`src/rtl/ov7670_pkg.sv`:
```
// ov7670_pkg: pixel format enum and byte-pair to RGB565 conversion shared by the capture blocks.
package ov7670_pkg;
  typedef enum logic [1:0] {FMT_RGB565, FMT_RGB444, FMT_YLUMA, FMT_RSVD} pix_fmt_e;
  function automatic logic [15:0] to_rgb565(input pix_fmt_e fmt, input logic [7:0] b0, input logic [7:0] b1);
    return fmt == FMT_RGB444 ? {b0[3:0], b0[3], b1[7:4], b1[7:6], b1[3:0], b1[3]} :
           fmt == FMT_YLUMA  ? {b0[7:3], b0[7:2], b0[7:3]} : {b0, b1};
  endfunction
endpackage

```
`src/rtl/ov7670_pix_pack.sv`:
```
// ov7670_pix_pack: negedge input stage, byte pairing and format conversion into registered pixel/line events.
module ov7670_pix_pack
  import ov7670_pkg::*;
(
  input  logic        pclk,
  input  logic        rst,
  input  logic        vsync,
  input  logic        href,
  input  logic [7:0]  d,
  input  logic [1:0]  mode,
  output logic        vs_rise,
  output logic        pix_valid,
  output logic [15:0] pix_data,
  output logic        line_start,
  output logic        line_end,
  output logic        line_odd
);
  logic vsync_n, href_n, vs_prev, href_prev, phase, href_rise;
  logic [7:0] d_n, b0;
  pix_fmt_e mode_q;
  always_ff @(negedge pclk or posedge rst)
    if (rst) begin
      vsync_n <= 1'b0;
      href_n  <= 1'b0;
      d_n     <= '0;
    end else begin
      vsync_n <= vsync;
      href_n  <= href;
      d_n     <= d;
    end
  assign vs_rise   = vsync_n & ~vs_prev;
  assign href_rise = href_n & ~href_prev;
  // line events are suppressed during blanking so an aborted line never reports an error
  always_ff @(posedge pclk or posedge rst)
    if (rst) begin
      vs_prev    <= 1'b0;
      href_prev  <= 1'b0;
      phase      <= 1'b0;
      b0         <= '0;
      mode_q     <= FMT_RGB565;
      pix_valid  <= 1'b0;
      pix_data   <= '0;
      line_start <= 1'b0;
      line_end   <= 1'b0;
      line_odd   <= 1'b0;
    end else begin
      vs_prev    <= vsync_n;
      href_prev  <= href_n;
      pix_valid  <= 1'b0;
      line_start <= href_rise & ~vsync_n;
      line_end   <= ~href_n & href_prev & ~vsync_n;
      line_odd   <= phase;
      if (vs_rise) mode_q <= pix_fmt_e'(mode);
      if (vsync_n) phase <= 1'b0;
      else if (href_n) begin
        if (href_rise | ~phase) begin
          b0    <= d_n;
          phase <= 1'b1;
        end else begin
          phase     <= 1'b0;
          pix_valid <= 1'b1;
          pix_data  <= to_rgb565(mode_q, b0, d_n);
        end
      end
    end
endmodule

```
`src/rtl/ov7670_frame_capture.sv`:
```
// ov7670_frame_capture: decimates and clips camera pixels into sequential RGB565 frame-buffer writes,
// with frame counting and line-length error reporting.
module ov7670_frame_capture
  import ov7670_pkg::*;
#(
  parameter int SRC_W   = 640,
  parameter int H_DECIM = 4,
  parameter int V_DECIM = 4,
  parameter int OUT_W   = 160,
  parameter int OUT_H   = 120,
  parameter int ADDR_W  = 17
) (
  input  logic              pclk,
  input  logic              rst,
  input  logic              vsync,
  input  logic              href,
  input  logic [7:0]        d,
  input  logic [1:0]        mode,
  output logic [ADDR_W-1:0] addr,
  output logic [15:0]       dout,
  output logic              we,
  output logic              end_of_frame,
  output logic [7:0]        frame_cnt,
  output logic              line_err
);
  localparam int HMW = $clog2(H_DECIM + 1);
  localparam int VMW = $clog2(V_DECIM + 1);
  localparam int OCW = $clog2(OUT_W + 1);
  localparam int ORW = $clog2(OUT_H + 1);
  localparam logic [HMW-1:0] HM = HMW'(H_DECIM - 1);
  localparam logic [VMW-1:0] VM = VMW'(V_DECIM - 1);
  logic vs_rise, pix_valid, line_start, line_end, line_odd;
  logic [15:0] pix_data, h_cnt;
  logic [HMW-1:0] h_mod;
  logic [VMW-1:0] v_mod;
  logic [OCW-1:0] out_col;
  logic [ORW-1:0] out_row;
  ov7670_pix_pack u_pack (
    .pclk       (pclk),
    .rst        (rst),
    .vsync      (vsync),
    .href       (href),
    .d          (d),
    .mode       (mode),
    .vs_rise    (vs_rise),
    .pix_valid  (pix_valid),
    .pix_data   (pix_data),
    .line_start (line_start),
    .line_end   (line_end),
    .line_odd   (line_odd)
  );
  always_ff @(posedge pclk or posedge rst)
    if (rst) begin
      addr         <= '0;
      dout         <= '0;
      we           <= 1'b0;
      end_of_frame <= 1'b0;
      frame_cnt    <= '0;
      line_err     <= 1'b0;
      h_cnt        <= '0;
      h_mod        <= '0;
      v_mod        <= '0;
      out_col      <= '0;
      out_row      <= '0;
    end else begin
      end_of_frame <= vs_rise;
      we           <= 1'b0;
      if (vs_rise) begin
        frame_cnt <= frame_cnt + 8'd1;
        addr      <= '0;
        line_err  <= 1'b0;
        h_cnt     <= '0;
        h_mod     <= '0;
        v_mod     <= '0;
        out_col   <= '0;
        out_row   <= '0;
      end else begin
        if (we) addr <= addr + 1'b1;
        if (line_start) begin
          h_cnt   <= '0;
          h_mod   <= '0;
          out_col <= '0;
        end
        if (pix_valid) begin
          h_cnt <= h_cnt + 16'd1;
          h_mod <= (h_mod == HM) ? '0 : h_mod + 1'b1;
          if (h_mod == HM && out_col < OCW'(OUT_W)) begin
            out_col <= out_col + 1'b1;
            if (v_mod == VM && out_row < ORW'(OUT_H)) begin
              we   <= 1'b1;
              dout <= pix_data;
            end
          end
        end
        if (line_end) begin
          if (h_cnt != 16'(SRC_W) || line_odd) line_err <= 1'b1;
          v_mod <= (v_mod == VM) ? '0 : v_mod + 1'b1;
          if (v_mod == VM && out_row < ORW'(OUT_H)) out_row <= out_row + 1'b1;
        end
      end
    end
endmodule

```
`config.mk`:
```
export PLATFORM = sky130hd
export DESIGN_NAME = ov7670_frame_capture
export DESIGN_NICKNAME = d
export VERILOG_FILES = /design/src/rtl/ov7670_pkg.sv /design/src/rtl/ov7670_pix_pack.sv /design/src/rtl/ov7670_frame_capture.sv
export SDC_FILE = /design/constraint.sdc
export NUM_CORES = 1
export LEC_CHECK = 0
export CORE_MARGIN = 2
export CORE_UTILIZATION = 38
export CTS_BUF_LIST = sky130_fd_sc_hd__clkbuf_4
export DETAILED_ROUTE_END_ITERATION = 12
export RECOVER_POWER = 50
export SETUP_SLACK_MARGIN = 0.2
export SLEW_MARGIN = 10
export SYNTH_ARGS = -nofsm -noshare
export SYNTH_HDL_FRONTEND = slang
export SYNTH_HIERARCHICAL = 1
export SYNTH_SLANG_ARGS = --single-unit
export TNS_END_PERCENT = 1
```
`constraint.sdc`:
```
create_clock -name pclk -period 6 [get_ports pclk]
set_input_delay 0.9 -clock pclk [delete_from_list [all_inputs] [get_ports pclk]]
set_output_delay 0.9 -clock pclk [all_outputs]
set_load 0.005 [all_outputs]
```
==> results by group, run 1 <==
Yosys
  • Syn_area_per_cell: 11.6 um2
  • Synth Cell Area: slightly below 6000 um2
  • Top cell type by total area after synthesis: dfrtp_1
  • Ys Warns: 6
  • Largest cells by area after synthesis: dfrtp_1 (48%), mux2_2 (5.3%), mux2i_1 (5.1%), dfrtn_1 (4.2%), mux2_4 (3.6%)
  • Post-synth EDFFs: 0
  • Yosys reg bits: 124
  • Register area share after synthesis: 52.5%
  • Post-synth top flop: dfrtp_1
  • Mapped Cells: a little over 500
  • Synth unique cells: 57
  • Share of the synthesized area in the top cell type: 48.2%
  • Syn_nets: 533
  • Async set or reset register ratio after synthesis: 100%

Setup path
  • Sum of buffers and inverters on the critical path: 0
  • CP max stage delay: 0.62 ns
  • Worst Reg-to-Reg Cells: 4
  • FF-to-FF setup slack: 0.75 ns
  • CP Launch Type: flop
  • Worst-path cell chain: nor2b_4, nand2b_1, o21ai_0, a22o_1
  • RR Endpoint: h_cnt[5]
  • Worst R2R Start: u_pack/vsync_n
  • Worst setup path end: h_cnt[5]
  • Critical Path End Type: flop
  • Critical path depth: 4
  • Setup CP Type: reg -> reg
  • Critical path's top delay family: simple AND/OR/NAND/NOR gates
  • CP Data Required Time: 6.41 ns
  • Crit Path Max Fanout: 28
  • Critical path's slowest cell: nor2b_4
  • Crit path from: u_pack/vsync_n
  • Worst EP arrival: 5.65 ns

Clocking
  • Clk sinks: 124
  • Clock slew at reported path FFs: 0.10 ns
  • Worst skew pair latency: roughly 0.52 ns
  • Hold_buf cts: 0
  • H-tree levels: 4
  • Resized cells post-CTS: 0
  • CTS tree: built
  • Post-CTS setup buffer count: 0
  • Root Driver: clkbuf_4
  • CTS Buf Count: 17
  • CTS max path bufs: 2

Power
  • Peak supply drop: 0.143 mV
  • Power per Cell Area: about 260 nW/um2
  • Total power: approximately 1.8 mW
  • Leak: 3.17 nW

Timing
  • Setup TNS: 0 ns
  • Worst-Margin Slew: 2.79 ns
  • # setup viols final: 0
  • Clk_skew: 0.0689 ns
  • Final Max Tran Viols: 52
  • Setup WS post-layout: 0.753 ns
  • Unrepaired setup endpoints after global routing: no
  • Slew HR: -86.1%
  • Final Hold Fails: 0

GRT
  • Overflow after GRT: 0
  • Global-route wire length before repair: 20000 um
  • GR peak layer: met2
  • Met1 Use GR: 19.4%
  • Largest net degree at the start of global routing: 52
  • Initial antenna violation count: 1
  • Vias in the first global route: 4078
  • GR Layer Usage met2: 25.2%
  • GR Util met3: 4.41%
  • GRT Util Overall: 15.2%

Placed design
  • IO Port Bufs: 57
  • Placer Congestion: 0.824
  • Worst slack, placed: 0.704 ns
  • Post-DP HPWL: 7990 um

Drt
  • WL/cell: 15.3 um
  • Vias per cell: 5.20
  • DR pass1 iterations: 4
  • DRC: 0
  • Vias after detailed routing: 4007
  • WL final: 11800 um
  • Starting DRT DRC Count: 241
  • Routed Antenna Nets: 0

Floorplan
  • Row count: 45
  • Starting Density: 38.9%
  • Die H: ~130 um
  • Die area: 16600 um2
  • Die width: 129 um
  • Core Area: approximately 15000 um2
  • # IOs: 58

Layout
  • Share of layout cells above drive strength 1: 17.6%
  • Post-layout util: 45.2%
  • Area Growth Syn to Fin: 16.0%
  • Final #Nets: 590

Outcome
  • Status: finished, violations left
  • Failing checks: capacitance limit, slew limit

Min path
  • Worst Hold Launch: frame_cnt[7]
  • Hold Path Class: reg -> reg

Run
  • Max-cap violations: 1
power by group:
group	switching, mW	internal, mW
Sequential	0.0840	0.909
Combinational	0.0997	0.134
Clock	0.313	0.237
Total	0.497	1.28
area by class of cell:
type | instances | area, um2
fill | 1442 | 8340
sequential | 124 | 3100
multi-input combinational | 351 | 2620
timing repair buffer | 63 | 604
tap | 188 | 235
clock inverter | 15 | 131
clock buffer | 17 | 128
inverter | 11 | 42.5
antenna | 1 | 2.50
sequential cells by signal, indices dropped and copies added (netlist names), 2 cells and up:
signal	count
u_pack/mode_q	2
out_col	8
addr	17
frame_cnt	8
u_pack/d_n	8
out_row	7
h_cnt	16
u_pack/b0	8
h_mod	3
dout	16
u_pack/pix_data	16
v_mod	3
synthesized netlist by cell type, drive strengths merged, types with 4 or more instances:
cell,number
buf,18
xnor2,13
mux2i,30
nand4,16
clkbuf,7
o21ai,37
inv,11
nand2b,7
nand3,28
mux2,44
o31ai,4
a31oi,6
ha,8
nor4,6
a21oi,14
nor3,8
nor2b,6
and3,8
nor2,33
dfrtp,114
nand2,38
xor2,15
dfrtn,10
worst min-delay path by stage:
stage | end | slack [ns] | cells past startpoint
2_1_floorplan | end_of_frame | 0.42 | 1
3_3_place_gp | u_pack/line_odd | 0.44 | 0
3_5_place_dp | frame_cnt[7] | 0.47 | 1
4_1_cts | frame_cnt[7] | 0.49 | 1
5_1_grt | frame_cnt[7] | 0.51 | 1
6_report | frame_cnt[7] | 0.47 | 1
per-layer routing:
metal | share of wire (%) | routed length (um)
met5 | 0 | 0
met3 | 3.4 | 407
met2 | 49 | 5820
met1 | 46 | 5470
met4 | 0.87 | 103
kinds of logic (layout without fill, tap and decap cells):
| kind of cell | Yosys count | count (layout) | synth area share (%) |
|---|---|---|---|
| buffers and inverters | 36 | 106 | 3.43 |
| flip-flops | 124 | 124 | 52.5 |
| multiplexers | 74 | 74 | 14.3 |
| other | 0 | 1 | 0 |
| AO/OA/AOI/OAI | 73 | 73 | 7.89 |
| adder cells (fa/ha/maj) | 8 | 8 | 1.69 |
| AND/OR/NAND/NOR | 168 | 168 | 16.1 |
| XOR/XNOR | 28 | 28 | 4.15 |
through the flow:
| step | hold slack (ns) | instances | area, um2 |
|---|---|---|---|
| 5_1_grt | 0.505 | 770 | 6860 |
| 3_3_place_gp | 0.445 | 737 | 6610 |
| 4_1_cts | 0.493 | 769 | 6870 |
| 6_report | 0.473 | 770 | 6860 |
| 3_5_place_dp | 0.473 | 737 | 6610 |
| 2_1_floorplan | 0.416 | 511 | 5920 |
layout by cell type (no fill, tap or decap), drive strengths merged, types with 3 or more instances in the layout:
master and instances:
inv 10, nor2 33, nor4b 3, mux2 44, nor4 6, mux2i 30, o21ai 37, o41ai 3
nand2 38, ha 8, dfrtp 114, clkinvlp 5, clkdlybuf4s50 25, a31oi 6, dfrtn 10, a21oi 14
nand2b 7, and3 8, and2 3, buf 3, xor2 15, o31ai 4, xnor2 13, nor3 8
clkbuf 20, clkinv 9, nand4 16, nand3 28, dlygate4sd3 32, nor2b 6
(Power assumes the default switching activity.)
==> run 2: changes to the inputs <==
Settings changed: CORE_MARGIN 2 to 10.
==> run 2 against run 1 <==
Compared with the run above:
- the run still ends with capacitance limit, slew limit left
- power barely moved
- global-route usage down 2.7 points
- clock power is essentially flat
- die area up 26%
- first-iteration DRC count fell by 5.8%
- final cell count unchanged
- count of clock-buffer cells in the layout unchanged
- register-to-register slack gained 0.25 ns
- combinational power about the same
- hold slack improved by 0.0082 ns
- sequential share of layout area about the same
- setup slack better by 0.25 ns
- critical endpoint is now frame_cnt[7]
==> results by group, run 2 (synthesis results as in run 1) <==
Layout
  • Final cell count without fillers: 770
  • Area Growth Syn to Fin: 16.1%
  • Share of layout cells above drive strength 1: between 10% and 20%
  • Most frequent cells in the layout: dfrtp_1 (114), nand2_1 (36), nor2_1 (33)
  • Max reg flops: 17
  • Most common cell after layout, fill and taps aside: dfrtp_1
  • Filler cell count in the final layout: 1456
  • Final #Nets: 590
  • Most flops, register: addr

Floorplan
  • Starting Density: roughly 39%
  • Core Area: 15200 um2
  • Die H: 145 um
  • Die width: 145 um
  • Die area: 21000 um2
  • Row count: 45
  • # IOs: 58

Power
  • Power per Cell Area: 259 nW/um2
  • Net Sw Frac: 29.6%
  • Peak supply drop: slightly above 0.2 mV
  • Sequential power share: 55.8%
  • Leak: 3.15 nW
  • Clock share of power: a little under a third
  • Pint: 1.25 mW
  • Power share of the combinational group: 13.0%
  • Switching power: 0.525 mW

Drt
  • DRC: 0
  • Met2 WL: 6020 um
  • Metal3 WL: 557 um
  • Met1 WL: 5340 um
  • Routed Antenna Nets: 0
  • Top routing layer used: met4
  • Vias after detailed routing: 4001
  • DR pass1 iterations: 4
  • WL/cell: 15.8 um
  • WL final: 12100 um
  • Starting DRT DRC Count: between 200 and 250
  • Vias per cell: 5.20

Clocking
  • Worst skew pair latency: 0.54 ns
  • Hold_buf cts: 0
  • Root Driver: clkbuf_4
  • H-tree levels: 4
  • Clk sinks: 124
  • Post-CTS setup buffer count: 0
  • Clock slew at reported path FFs: approximately 0.11 ns
  • CTS Buf Count: 17
  • Resized cells post-CTS: 0
  • CTS max path bufs: 2
  • CTS tree: built

Outcome
  • Status: finished, violations left
  • Failing checks: capacitance limit, slew limit

Setup path
  • Worst-path cell chain: nor2b_4, buf_4, nand3_1, nor2_1, nand3_1, xnor2_1
  • Sum of buffers and inverters on the critical path: 1
  • Critical Path End Type: flop
  • CP max stage delay: ~0.53 ns
  • CP Data Required Time: between 6 and 7 ns
  • CP Launch Type: flop
  • Most used cell, CP: nand3_1
  • Critical path's slowest cell: dfrtn_1
  • Worst R2R Start: u_pack/vsync_n
  • Crit Path Max Fanout: 48
  • Crit path from: u_pack/vsync_n
  • Setup CP Type: reg -> reg
  • Worst EP arrival: 5.43 ns
  • Critical path's top delay family: simple AND/OR/NAND/NOR gates

GRT
  • Initial antenna violation count: 1
  • Vias in the first global route: 4106
  • GRT Util Overall: between 10% and 20%
  • Overflow after GRT: 0
  • Global-route wire length before repair: 20800 um
  • Largest net degree at the start of global routing: slightly below 50

Placed design
  • Placer Congestion: 0.818
  • Dpl cells: 737
  • IO Port Bufs: 57
  • Post-DP HPWL: 8540 um

Timing
  • Slew HR: -75.1%
  • Worst-Margin Slew: 2.63 ns
  • # setup viols final: 0
  • Unrepaired setup endpoints after global routing: no
  • Setup TNS: 0 ns
  • Clk_skew: 0.0776 ns
  • Worst hold slack: 0.481 ns
  • Final Max Tran Viols: 84
  • Final Hold Fails: 0

Min path
  • Hold Path Class: reg -> reg
  • Worst Hold Launch: frame_cnt[7]

Run
  • Max-cap violations: 2
==> run 2: cell count changes in the layout (fill, tap and decap cells not counted) <==
| cell | before | now |
|---|---|---|
| clkinv_2 | 6 | 2 |
| inv_6 | 0 | 5 |
| buf_4 | 3 | 2 |
| clkinv_1 | 3 | 0 |
| clkinvlp_4 | 4 | 5 |
| clkbuf_1 | 3 | 4 |
| bufinv_16 | 2 | 1 |
| clkinv_4 | 0 | 2 |
==> run 2: area by class of cell <==
cell class / count / area, um2 / share of cell area (%)
Multi-Input combinational cell: 351 / 2620 / 38.1
Inverter: 11 / 42.5 / 0.619
Tap cell: 188 / 235 / 3.43
Clock inverter: 15 / 139 / 2.02
Timing Repair Buffer: 63 / 601 / 8.74
Clock buffer: 17 / 128 / 1.86
Sequential cell: 124 / 3100 / 45.2
Antenna cell: 1 / 2.50 / 0.0364
==> run 2: power by group through the flow <==
stage | registers [mW] | logic (mW) | clock network (mW)
finish | 0.992 | 0.231 | 0.553
global route | 1.01 | 0.261 | 0.613
CTS | 0.995 | 0.243 | 0.574
detailed placement | 1.01 | 0.241 | 0
global placement | 1.01 | 0.235 | 0
floorplan | 0.976 | 0.182 | 0
==> run 2: per-layer routing <==
metal,global-route usage [%],up-vias
met5,0,-
met4,5.43,0
met3,3.81,17
met2,20.1,71
met1,15.2,1965
li1,-,1948
==> run 2: through the flow <==
step / cell area [um2] / power, mW / setup slack, ns / util (%)
floorplan: 5920 / 1.16 / 1.19 / -
global placement: 6610 / 1.24 / 0.989 / 43.5
detailed placement: 6610 / 1.25 / 0.924 / 43.5
CTS: 6880 / 1.81 / 1.01 / 45.3
global route: 6870 / 1.88 / 0.798 / 45.2
finish: 6870 / 1.78 / 1.00 / 45.2
==> run 2: worst paths after layout <==
path                                       end  slack [ns]  cells after the start
min in group asynchronous  u_pack/pix_data[11]        0.92                      2
setup / recovery                  frame_cnt[7]        1.00                      6
setup reg to reg                  frame_cnt[7]        1.00                      6
max in group asynchronous        u_pack/d_n[4]        1.67                      2
hold / removal                    frame_cnt[7]        0.48                      1
hold reg to reg                   frame_cnt[7]        0.48                      1
==> run 3: changes to the inputs <==
Clock period 6 ns to 4.3 ns, I/O delays scaled along.
==> run 3 against run 2 <==
Compared with the run above:
- register-to-register slack worse by 0.79 ns
- largest cell class unchanged
- the run still ends with capacitance limit, slew limit left
- global-route usage is 0.050 points higher
- setup slack worse by 0.79 ns
- largest power group unchanged
- wire length is 0.82% higher
- final area is 0.56% higher
- critical path depth stayed put
==> results by group, run 3 (synthesis results as in run 1) <==
Outcome
  • Status: finished, violations left
  • Failing checks: capacitance limit, slew limit

Setup path
  • Most used cell, CP: nand3_1
  • CP Data Required Time: 4.72 ns
  • Worst-path cell chain: nor2b_4, buf_4, nand3_1, nor2_1, nand3_1, xnor2_1
  • Worst EP arrival: 4.50 ns
  • Worst Reg-to-Reg Cells: 6
  • RR Endpoint: frame_cnt[7]
  • FF-to-FF setup slack: about 0.21 ns
  • Crit Path Max Fanout: 29
  • Critical Path End Type: flop
  • Worst R2R Start: u_pack/vsync_n
  • Sum of buffers and inverters on the critical path: 1
  • Critical path's top delay family: simple AND/OR/NAND/NOR gates
  • Critical path's slowest cell: dfrtn_1
  • CP Launch Type: flop
  • Setup CP Type: reg -> reg
  • CP max stage delay: 0.52 ns

Clocking
  • CTS tree: built
  • CTS Buf Count: 17
  • Worst skew pair latency: 0.54 ns
  • Clk sinks: 124
  • Clock slew at reported path FFs: 0.10 ns
  • Root Driver: clkbuf_4
  • H-tree levels: 4
  • CTS max path bufs: 2

Floorplan
  • Row count: 45
  • Die H: between 100 and 150 um
  • # IOs: 58
  • Die area: 21000 um2
  • Core Area: 15200 um2
  • Die width: 145 um
  • Starting Density: between 30% and 40%

Placed design
  • Worst slack, placed: -0.000990 ns
  • Post-DP HPWL: 8650 um
  • Placer Congestion: 0.822
  • Dpl cells: ~740
  • IO Port Bufs: 57

Layout
  • Most common cell after layout, fill and taps aside: dfrtp_1
  • Sequential cell area: 3100 um2
  • Most frequent cells in the layout: dfrtp_1 (114), nand2_1 (36), nor2_1 (33)
  • Final #Nets: 596
  • Footprint of the multi-input gates: 2620 um2
  • Max reg flops: 17
  • Post-layout util: 45.4%
  • Final cell count without fillers: 776
  • Most flops, register: addr
  • Area Growth Syn to Fin: 16.8%
  • Filler cell count in the final layout: approximately 1400
  • Share of layout cells above drive strength 1: between 10% and 20%

Min path
  • Hold Path Class: reg -> reg
  • Worst hold path stage count: 1
  • Worst Hold Launch: frame_cnt[7]
  • Hold endpoint: frame_cnt[7]

Timing
  • Worst-Margin Slew: 1.81 ns
  • Clk_skew: 0.0756 ns
  • Setup WS post-layout: 0.214 ns
  • Final Hold Fails: 0
  • Final Max Tran Viols: 66
  • Slew HR: -20.4%
  • # setup viols final: 0
  • Unrepaired setup endpoints after global routing: yes
  • Setup TNS: 0 ns

Power
  • Leak: 3.18 nW
  • Power per Cell Area: 354 nW/um2
  • Peak supply drop: about 0.27 mV

Drt
  • WL/cell: 15.8 um
  • Starting DRT DRC Count: between 200 and 300
  • DR pass1 iterations: 4
  • DRC: 0
  • Vias after detailed routing: 4094
  • Routed Antenna Nets: 0
  • WL final: 12200 um
  • Vias per cell: 5.28

GRT
  • Vias in the first global route: 4148
  • Initial antenna violation count: 1
  • Overflow after GRT: 0
  • Largest net degree at the start of global routing: 33
  • Global-route wire length before repair: 20800 um
  • GRT Util Overall: 12.6%

Run
  • Max-cap violations: 2
## run 3: through the flow
stage	power (mW)	area (um2)	hold slack [ns]
final	2.44	6910	0.477
after global routing	2.59	6910	0.504
after CTS	2.49	6900	0.355
after detailed placement	1.75	6640	0.454
after global placement	1.74	6640	0.447
after floorplan	1.62	5920	0.416
## run 3: area by class of cell
cell class	instances	share of cell area [%]
Antenna cell	1	0.0362
Clock buffer	19	2.07
Clock inverter	13	1.50
Inverter	11	0.616
Multi-Input combinational cell	351	38.0
Sequential cell	124	44.9
Tap cell	188	3.41
Timing Repair Buffer	69	9.47
## run 3: timing repair
action,CTS,global route
resized for setup,1,0
cloned,0,0
endpoints found under the setup margin,20,29
pin swaps,0,1
hold buffers,0,0
setup buffers,0,2
## run 3: how the worst max path moves through the flow
| stage | start | end | slack, ns | cells past startpoint |
|---|---|---|---|---|
| detailed placement | u_pack/vsync_n | h_cnt[9] | -0.001 | 4 |
| global route | u_pack/vsync_n | frame_cnt[7] | 0.06 | 6 |
| global placement | u_pack/vsync_n | h_cnt[8] | 0.14 | 4 |
| floorplan | u_pack/vsync_n | h_cnt[8] | 0.40 | 8 |
| finish | u_pack/vsync_n | frame_cnt[7] | 0.21 | 6 |
| CTS | u_pack/vsync_n | dout[12] | 0.12 | 3 |
## run 3: worst register-to-register path, cell delays in order, from the launching register on
cell and delay, ns:
dfrtn_1 0.52, nor2b_4 0.42, buf_4 0.40, nand3_1 0.13
nor2_1 0.17, nand3_1 0.11, xnor2_1 0.13
## run 3: per-layer routing
layer / GRT usage [%] / vias up / wire length, um
li1: - / 1957 / -
met3: 4.99 / 13 / 654
met2: 19.9 / 78 / 6010
met5: 0 / - / 0
met1: 15.3 / 2046 / 5450
met4: 4.10 / 0 / 127
## run 3: where the power goes
part,internal [mW],switching [mW]
logic,0.188,0.142
clock network,0.290,0.438
registers,1.27,0.116
